==> config.mk <==
export PLATFORM = sky130hd
export DESIGN_NAME = ex_muldiv
export DESIGN_NICKNAME = d
export VERILOG_FILES = /design/src/rtl/muldiv_pkg.sv /design/src/rtl/div_iter.sv /design/src/rtl/ex_muldiv.sv
export SDC_FILE = /design/constraint.sdc
export NUM_CORES = 2
export LEC_CHECK = 0
export CORE_MARGIN = 4
export CORE_UTILIZATION = 57
export DETAILED_ROUTE_END_ITERATION = 7
export PLACE_DENSITY = 0.79
export SLEW_MARGIN = 10
export SYNTH_ARGS = -nofsm -noshare
export SYNTH_HDL_FRONTEND = slang
export SYNTH_SLANG_ARGS = --single-unit
==> constraint.sdc <==
create_clock -name clk -period 6 [get_ports clk]
set_input_delay 0.6 -clock clk [delete_from_list [all_inputs] [get_ports clk]]
set_output_delay 0.6 -clock clk [all_outputs]
set_load 0.03 [all_outputs]
==> src/rtl/muldiv_pkg.sv <==
// Shared constants and FSM state type for the EX-stage iterative multiply/divide unit.
package muldiv_pkg;
  localparam int XLEN = 64;

  localparam logic [2:0] F3_MUL    = 3'd0;
  localparam logic [2:0] F3_MULH   = 3'd1;
  localparam logic [2:0] F3_MULHSU = 3'd2;
  localparam logic [2:0] F3_MULHU  = 3'd3;
  localparam logic [2:0] F3_DIV    = 3'd4;
  localparam logic [2:0] F3_DIVU   = 3'd5;
  localparam logic [2:0] F3_REM    = 3'd6;
  localparam logic [2:0] F3_REMU   = 3'd7;

  typedef enum logic [1:0] {IDLE, MUL, DIV, DONE} state_e;
endpackage

==> src/rtl/div_iter.sv <==
// One restoring-division step: shift in the next dividend bit, subtract the divisor if it fits.
module div_iter #(
  parameter int W = 64
) (
  input  logic [W-1:0] rem_i,
  input  logic [W-1:0] quo_i,
  input  logic [W-1:0] dvsr_i,
  output logic [W-1:0] rem_o,
  output logic [W-1:0] quo_o
);
  logic [W:0]   part;
  logic [W-1:0] diff;
  logic         ge;

  // The partial remainder is one bit wider than the divisor; after a successful
  // subtract the result is below the divisor, so the low W bits are exact.
  always_comb begin
    part  = {rem_i, quo_i[W-1]};
    ge    = part >= {1'b0, dvsr_i};
    diff  = part[W-1:0] - dvsr_i;
    rem_o = ge ? diff : part[W-1:0];
    quo_o = {quo_i[W-2:0], ge};
  end
endmodule

==> src/rtl/ex_muldiv.sv <==
// Iterative RV64M multiply/divide: shift-add multiply, restoring divide, sign fix-up in DONE.
module ex_muldiv #(
  parameter int XLEN = muldiv_pkg::XLEN
) (
  input  logic            clk,
  input  logic            rst,
  input  logic            start,
  input  logic [2:0]      funct3,
  input  logic            is_word,
  input  logic [XLEN-1:0] op_a,
  input  logic [XLEN-1:0] op_b,
  input  logic            flush,
  output logic            busy,
  output logic            done,
  output logic [XLEN-1:0] result
);
  import muldiv_pkg::*;

  localparam int W  = XLEN;
  localparam int H  = XLEN / 2;
  localparam int CW = $clog2(XLEN + 1);

  state_e          state_q, state_d;
  logic [CW-1:0]   cnt_q, cnt_d;
  logic [2:0]      f3_q, f3_d;
  logic            word_q, word_d;
  logic            negp_q, negp_d, negq_q, negq_d, negr_q, negr_d;
  logic [2*W-1:0]  prod_q, prod_d;
  logic [W-1:0]    mcand_q, mcand_d;
  logic [W-1:0]    quo_q, quo_d, rem_q, rem_d, dvsr_q, dvsr_d;
  logic [W-1:0]    res_q, res_d;

  // Operand decode
  logic            sgn_a, sgn_b, neg_a, neg_b, is_div, div0, ovf, special;
  logic [W-1:0]    ext_a, ext_b, mag_a, mag_b, min_val;

  always_comb begin
    sgn_a   = funct3 inside {F3_MULH, F3_MULHSU, F3_DIV, F3_REM};
    sgn_b   = funct3 inside {F3_MULH, F3_DIV, F3_REM};
    ext_a   = is_word ? {{H{sgn_a & op_a[H-1]}}, op_a[H-1:0]} : op_a;
    ext_b   = is_word ? {{H{sgn_b & op_b[H-1]}}, op_b[H-1:0]} : op_b;
    neg_a   = sgn_a & ext_a[W-1];
    neg_b   = sgn_b & ext_b[W-1];
    mag_a   = neg_a ? -ext_a : ext_a;
    mag_b   = neg_b ? -ext_b : ext_b;
    min_val = is_word ? {{(H+1){1'b1}}, {(H-1){1'b0}}} : {1'b1, {(W-1){1'b0}}};
    is_div  = funct3[2];
    div0    = ext_b == '0;
    ovf     = sgn_b & (ext_a == min_val) & (&ext_b);
    special = is_div & (div0 | ovf);
  end

  // Iteration datapaths
  logic [W:0]      mul_sum;
  logic [2*W-1:0]  prod_nx;
  logic [W-1:0]    rem_nx, quo_nx;

  always_comb begin
    mul_sum = {1'b0, prod_q[2*W-1:W]} + {1'b0, (prod_q[0] ? mcand_q : {W{1'b0}})};
    prod_nx = {mul_sum, prod_q[W-1:1]};
  end

  div_iter #(.W(W)) u_div_iter (
    .rem_i  (rem_q),
    .quo_i  (quo_q),
    .dvsr_i (dvsr_q),
    .rem_o  (rem_nx),
    .quo_o  (quo_nx)
  );

  // Sign fix-up; a word product sits H bits up after H right-shifting iterations
  logic [2*W-1:0]  prod_full, prod_fix;
  logic [W-1:0]    q_fix, r_fix, raw, fix;

  always_comb begin
    prod_full = word_q ? (prod_q >> H) : prod_q;
    prod_fix  = negp_q ? -prod_full : prod_full;
    q_fix     = negq_q ? -quo_q : quo_q;
    r_fix     = negr_q ? -rem_q : rem_q;
    if (f3_q[2])
      raw = f3_q[1] ? r_fix : q_fix;
    else
      raw = (f3_q == F3_MUL) ? prod_fix[W-1:0] : prod_fix[2*W-1:W];
    fix = word_q ? {{H{raw[H-1]}}, raw[H-1:0]} : raw;
  end

  assign busy   = !flush & (((state_q == IDLE) & start & !special) |
                            (state_q == MUL) | (state_q == DIV));
  assign done   = (state_q == DONE) & !flush;
  assign result = done ? fix : res_q;

  always_comb begin
    state_d = state_q;
    cnt_d   = cnt_q;
    f3_d    = f3_q;
    word_d  = word_q;
    negp_d  = negp_q;
    negq_d  = negq_q;
    negr_d  = negr_q;
    prod_d  = prod_q;
    mcand_d = mcand_q;
    quo_d   = quo_q;
    rem_d   = rem_q;
    dvsr_d  = dvsr_q;
    res_d   = res_q;
    case (state_q)
      IDLE: if (start) begin
        f3_d    = funct3;
        word_d  = is_word;
        negp_d  = neg_a ^ neg_b;
        negq_d  = neg_a ^ neg_b;
        negr_d  = neg_a;
        prod_d  = {{W{1'b0}}, mag_b};
        mcand_d = mag_a;
        quo_d   = is_word ? (mag_a << H) : mag_a;
        rem_d   = '0;
        dvsr_d  = mag_b;
        cnt_d   = is_word ? CW'(H) : CW'(W);
        state_d = is_div ? DIV : MUL;
        // Specials preload the final answer unsigned and skip the iterations
        if (special) begin
          negq_d  = 1'b0;
          negr_d  = 1'b0;
          quo_d   = div0 ? '1 : ext_a;
          rem_d   = div0 ? ext_a : '0;
          cnt_d   = '0;
          state_d = DONE;
        end
      end
      MUL: begin
        prod_d = prod_nx;
        cnt_d  = cnt_q - CW'(1);
        if (cnt_q == CW'(1)) state_d = DONE;
      end
      DIV: begin
        rem_d = rem_nx;
        quo_d = quo_nx;
        cnt_d = cnt_q - CW'(1);
        if (cnt_q == CW'(1)) state_d = DONE;
      end
      DONE: begin
        res_d   = fix;
        state_d = IDLE;
      end
      default: state_d = IDLE;
    endcase
    if (flush) begin
      state_d = IDLE;
      cnt_d   = '0;
      res_d   = res_q;
    end
  end

  always_ff @(posedge clk) begin
    if (rst) begin
      state_q <= IDLE;
      cnt_q   <= '0;
      f3_q    <= '0;
      word_q  <= 1'b0;
      negp_q  <= 1'b0;
      negq_q  <= 1'b0;
      negr_q  <= 1'b0;
      prod_q  <= '0;
      mcand_q <= '0;
      quo_q   <= '0;
      rem_q   <= '0;
      dvsr_q  <= '0;
      res_q   <= '0;
    end else begin
      state_q <= state_d;
      cnt_q   <= cnt_d;
      f3_q    <= f3_d;
      word_q  <= word_d;
      negp_q  <= negp_d;
      negq_q  <= negq_d;
      negr_q  <= negr_d;
      prod_q  <= prod_d;
      mcand_q <= mcand_d;
      quo_q   <= quo_d;
      rem_q   <= rem_d;
      dvsr_q  <= dvsr_d;
      res_q   <= res_d;
    end
  end
endmodule

; After elaboration in Yosys (flattened, before gate mapping)
; Cells that the tools add are included.
[classes]
n_addsub = 8
n_mul = 0
div_mod_pow = 0
n_lt_le_gt_ge = 1
eq_ne = 11
shift = 0
n_mux = 38
n_bitwise = 16
reduce_logical = 19
[op_table]
columns = cell, count
row1 = 64-bit two-way mux, 20
row2 = 128-bit two-way mux, 3
row3 = 64-bit negator, 4
row4 = 128-bit case mux with 2 select lines, 1
row5 = 64-bit case mux with 2 select lines, 2
row6 = 128-bit negator, 1
row7 = 64-bit by 64-bit adder with 65-bit output, 1
row8 = 65-bit by 64-bit greater-or-equal comparator with 1-bit output, 1
row9 = 64-bit == test, 1
row10 = 64-bit zero test, 1
row11 = 64-bit AND reduction, 1
row12 = 64-bit subtractor, 1
row13 = 63-bit two-way mux, 1
row14 = 7-bit two-way mux, 3
row15 = 7-bit case mux with 2 select lines, 1
row16 = 2-bit AND reduction, 6
row17 = 1-bit bitwise AND, 11
row18 = 2-bit two-way mux, 4
row19 = "7-bit by 1-bit == test with 1-bit output, second input constant", 1
row20 = "7-bit by 1-bit subtractor with 7-bit output, second input constant", 1
row21 = "3-bit == test, second input constant", 2
row22 = 2-bit case mux with 3 select lines, 1
row23 = 2-bit nonzero test, 3
row24 = "2-bit == test, second input constant", 2
row25 = 15 further kinds, 20
[totals]
regBits = 464
latchBits = 0
ram_bits = 0
rom_bits = 0
inputBits = 136
output_inout_bits = 66
wordCells = 106
memories = 0

; Depth between registers and ports, before layout
[logic_depth]
depth_word = 14
ltp_mapped = 24

; By module
; From an unflattened synthesis, not the netlist that was laid out.
[hier_totals]
hier_cells = 5985
area_unflattened_um2 = 41911.4
[by_module_without_submodules]
columns = mod, instances, cells_each, area_per_inst_um2, seq_area_each_um2
row1 = ex_muldiv, 1, 5125, 36543.8, 9288.9
row2 = div_iter, 1, 860, 5367.6, 0.0

; Worst setup path after synthesis
; Ideal clock, no wire load.
[synth_path]
path_type = register -> output
from = register word_q
to = output port result[24]
arrival_ns = 5.447
path_slack_ns = -0.047
path_stages_with_launch = 22
n_path_buf = 11
path_cell_list = dfxtp_1 > buf_6 > buf_6 > buf_6 > buf_2 > buf_2 > buf_2 > buf_2 > buf_2 > buf_2 > buf_2 > buf_2 > mux2i_1 > ha_1 > o221ai_2 > nor4_4 > nand4_2 > nor3_1 > a21oi_1 > xnor2_1 > nor2_1 > o41ai_1
[synth_via]
elab_chain_cells = 7
[synth_lines]
columns = item, line
row1 = start: declaration, ex_muldiv.sv:26  ; logic word_q, word_d;
row2 = start signal: assignment, ex_muldiv.sv:173  ; word_q <= word_d;
row3 = 128-bit two-way mux (*), ex_muldiv.sv:76  ; prod_full = word_q ? (prod_q >> H) : prod_q;
row4 = 128-bit negator, ex_muldiv.sv:77  ; prod_fix = negp_q ? -prod_full : prod_full;
row5 = 128-bit two-way mux (*), ex_muldiv.sv:77
row6 = 64-bit two-way mux (*), ex_muldiv.sv:83  ; raw = (f3_q == F3_MUL) ? prod_fix[W-1:0] : prod_fix[2*W-1:W];
row7 = 64-bit two-way mux (*), ex_muldiv.sv:80  ; if (f3_q[2])
row8 = 64-bit two-way mux (*), ex_muldiv.sv:84  ; fix = word_q ? {{H{raw[H-1]}}, raw[H-1:0]} : raw;
row9 = 64-bit two-way mux (*), ex_muldiv.sv:90  ; assign result = done ? fix : res_q;
row10 = end: declaration, ex_muldiv.sv:15  ; output logic [XLEN-1:0] result
; Mark *: on every way between the ends. The rest lies on a longest branch, timed or not.

; Final worst setup path
[layout_path]
from = register word_q
to = output port result[55]
[layout_via]
elab_chain_cells = 7
[layout_lines]
columns = item, line
row1 = 128-bit two-way mux, ex_muldiv.sv:76
row2 = 128-bit negator, ex_muldiv.sv:77
row3 = 128-bit two-way mux, ex_muldiv.sv:77
row4 = 64-bit two-way mux, ex_muldiv.sv:83
row5 = 64-bit two-way mux, ex_muldiv.sv:80
row6 = 64-bit two-way mux (*), ex_muldiv.sv:84
row7 = 64-bit two-way mux (*), ex_muldiv.sv:90
; Marked as above.

==> summary.txt <==
Status
  – Run status: finished with violations
  – Violated checks: DRC, setup timing

Global route
  – Initial antenna violation count: 17
  – Overall Global Routing Usage: 51.15%
  – Number of global-route vias before repair: about 44k
  – Largest net degree at the start of global routing: 180
  – Grt ovf: 0
  – Global-route wire length before repair: 299900 um

Yosys
  – Ys async rst share: 0%
  – Cells after synthesis: around 6k
  – Number of flops mapped to enable cells by yosys: 0
  – Netlist Area Pre-Place: approximately 42000 um^2
  – Synth Register Bits: 464
  – Syn avg cell area: 7.107 um^2
  – Post-synth net total: between 6k and 7k
  – YS warnings: 0
  – Biggest area consumer among synthesized cells: dfxtp_1
  – Register area share after synthesis: between 20% and 30%
  – Post-synth top area share: about 22%
  – Synth Flop Type: dfxtp_1
  – Netlist cell types: approximately 110
  – Top cells by area, synth: dfxtp_1 (22%), a21oi_1 (6.6%), nor2_1 (5.7%)

Clocking
  – Hold buffer count at cts: 0
  – Clock Path Buffers: 3
  – Clock root cell: clkbuf_16
  – CTS tree: yes
  – H-tree Lvls: 2
  – Clock Sinks: 464
  – Clk slew on worst S/H paths: around 0.07 ns
  – Clock Latency Late Sink: about 0.66 ns
  – CTS Buf Count: 54

Critical path
  – Crit path DAT: ~5.5 ns
  – Critical path startpoint category: flip-flop
  – Worst path required time: 5.40 ns
  – Crit end category: primary output
  – Critical path peak fanout: 40
  – Setup CP Type: reg -> out

Min path
  – Worst hold path class: in -> reg

Floorplanning
  – Top Ports: between 200 and 250
  – Core ar.: approximately 70000 um^2
  – Starting Density: roughly 58%
  – Die Width: between 200 and 300 um
  – Die area: 77440 um^2
  – Die Y: 278.3 um
  – Site Rows: 98

Layout
  – Layout overhead on the synthesized area: 12.18%
  – Layout Nets: approximately 6.1k
  – # fillers: ~6.4k
  – Layout cells sized above 1: ~8.5%

Timing
  – Fmax: 162.9 MHz
  – Final Slew Violations: 0
  – Setup Skew: 0.02343 ns
  – PnR worst setup slack: -0.1377 ns
  – Slew @ Worst Pin: 1.264 ns
  – Slew HR: around 15%
  – Fin crit share: 102.3%
  – Final Hold Viols: 0
  – RSZ-0062 raised after global routing: false
  – Final setup violation count: 1
  – Final min period: slightly above 6 ns
  – Setup TNS: -0.1377 ns

Drt
  – Vias post-DR: around 50k
  – Drt wl/cell: 30.87 um
  – Drt drc: 8
  – DRT antenna net count: 0
  – Overall routed net length: ~210000 um
  – Via density: ~7.3
  – TritonRoute pass-1 iters: 8
  – Drt first-iter violations: slightly below 9k

Placement
  – Pre-CTS setup slack: 0.6232 ns
  – GPL Wtd Cong: 1.147
  – PortBufs: approximately 200
  – Post-DP HPWL: approximately 160000 um

Power
  – LEAKAGE: roughly 18 nW
  – Max rail drop VDD: between 200 and 300 uV
  – Power Dens Cells: around 270 nW/um^2

Run
  – Max_cap viols: 0
## final cells by class
cell class	instances	area, um^2	area share (%)
tap	950	1189	2.545
multi-input combinational	4786	30070	64.38
timing repair buffer	381	3608	7.725
inverter	149	559.3	1.197
antenna	7	17.52	0.03750
clock buffer	63	1425	3.051
sequential	464	9301	19.91
clock inverter	39	539.3	1.154
## worst max-delay path, cell delays in order (launching register included)
cell and delay (ns):
dfxtp_4 0.61, buf_12 0.29, nor3b_1 0.35, o22ai_1 0.21
or4_1 0.62, nor4_4 0.36, buf_4 0.27, nand3_1 0.26
mux2_2 0.35, a2111oi_0 0.94, a32oi_1 0.25, nand2_1 0.19
buf_12 0.13
## path summary, 6_finish.rpt
check / startpoint / to / slack, ns / cells past startpoint
worst max-delay path: word_q / result[55] / -0.14 / 12
worst max register to register: rem_q[40] / rem_q[47] / 0.85 / 12
worst min-delay path: rst / prod_q[108] / 0.41 / 2
worst min register to register: mcand_q[54] / mcand_q[54] / 0.45 / 2
## where the power goes
group | leakage (nW) | internal, mW | switching [mW]
Clock | 0.958 | 2.16 | 1.59
Sequential | 3.80 | 3.31 | 0.428
Combinational | 13.0 | 1.76 | 3.37
Total | 17.8 | 7.24 | 5.39
## through the flow
step | hold WS, ns | util [%] | total power [mW] | std cells | cell area (um^2)
after floorplan | 0.4273 | - | 6.830 | 5859 | 41650
after global placement | 0.4371 | 62.09 | 8.555 | 6729 | 44690
after detailed placement | 0.4449 | 62.09 | 8.596 | 6729 | 44690
after CTS | 0.4010 | 64.84 | 12.27 | 6832 | 46670
after global routing | 0.4282 | 64.88 | 12.92 | 6833 | 46700
final | 0.4119 | 64.90 | 12.63 | 6839 | 46710
## sequential cells by signal, indices dropped and copies added, names as in the netlist
signal and cells:
prod_q 128, dvsr_q 64, mcand_q 64, quo_q 64, rem_q 64, res_q 64, cnt_q 7, f3_q 3
state_q 2, negp_q 1, negq_q 1, negr_q 1, word_q 1
## metal layers
metal	GRT usage [%]	vias to the layer above	share of wire [%]
li1	-	21450	-
met1	63.69	23000	35
met3	15.77	1069	15
met2	73.58	4235	40
met4	39.26	22	10
met5	0	-	0.076
## synthesized netlist by cell type, types with 12 or more instances
cell / count
a221oi_1: 65
a41oi_1: 17
xnor2_1: 228
o21bai_1: 29
or3_1: 96
nor4_1: 59
nor3b_1: 50
a21oi_1: 548
buf_1: 38
mux2i_1: 94
o22ai_1: 28
nand2b_1: 28
mux2_2: 50
o31ai_1: 112
nand2_1: 554
dfxtp_1: 464
o21ai_0: 385
o211ai_1: 90
o221ai_1: 27
nor3_1: 243
nor2b_1: 30
or2_2: 36
and4_1: 13
buf_2: 32
ha_1: 140
nand4_1: 68
a21o_1: 97
xor2_1: 181
or3b_2: 12
o41ai_1: 38
or4_1: 53
o21a_1: 33
a22oi_1: 53
nand3_1: 94
and3_1: 35
o211a_1: 15
and2_1: 122
clkbuf_1: 377
a31oi_1: 85
a211oi_1: 116
inv_1: 146
nor2_1: 632
## cell families (layout without fill, tap and decap cells)
kind of cell	after synthesis	in the layout	share of synthesized area, %
AOI/OAI and AO/OA	1907	1907	29.70
buffers and inverters	609	632	5.766
xor gates and xnor gates	409	409	8.603
adders and majority gates	142	142	4.303
DFF	464	464	22.31
other	0	7	0
and+or+nand+nor	2183	2183	25.66
muxes	145	145	3.666
## placed cells by master (no fill, tap or decap), types with 143 or more instances in the layout
cell type / n
a21oi_1: 545
buf_4: 194
clkdlybuf4s50_1: 157
dfxtp_1: 458
inv_1: 143
nand2_1: 553
nor2_1: 630
nor3_1: 241
o21ai_0: 383
xnor2_1: 228
xor2_1: 181
## repair_timing
| item | in CTS | in global routing |
|---|---|---|
| cloned | 0 | 0 |
| pin swaps | 0 | 0 |
| setup buffers | 1 | 0 |
| resized for setup | 0 | 4 |
| setup endpoints to repair | 1 | 21 |
(Power assumes the default switching activity.)
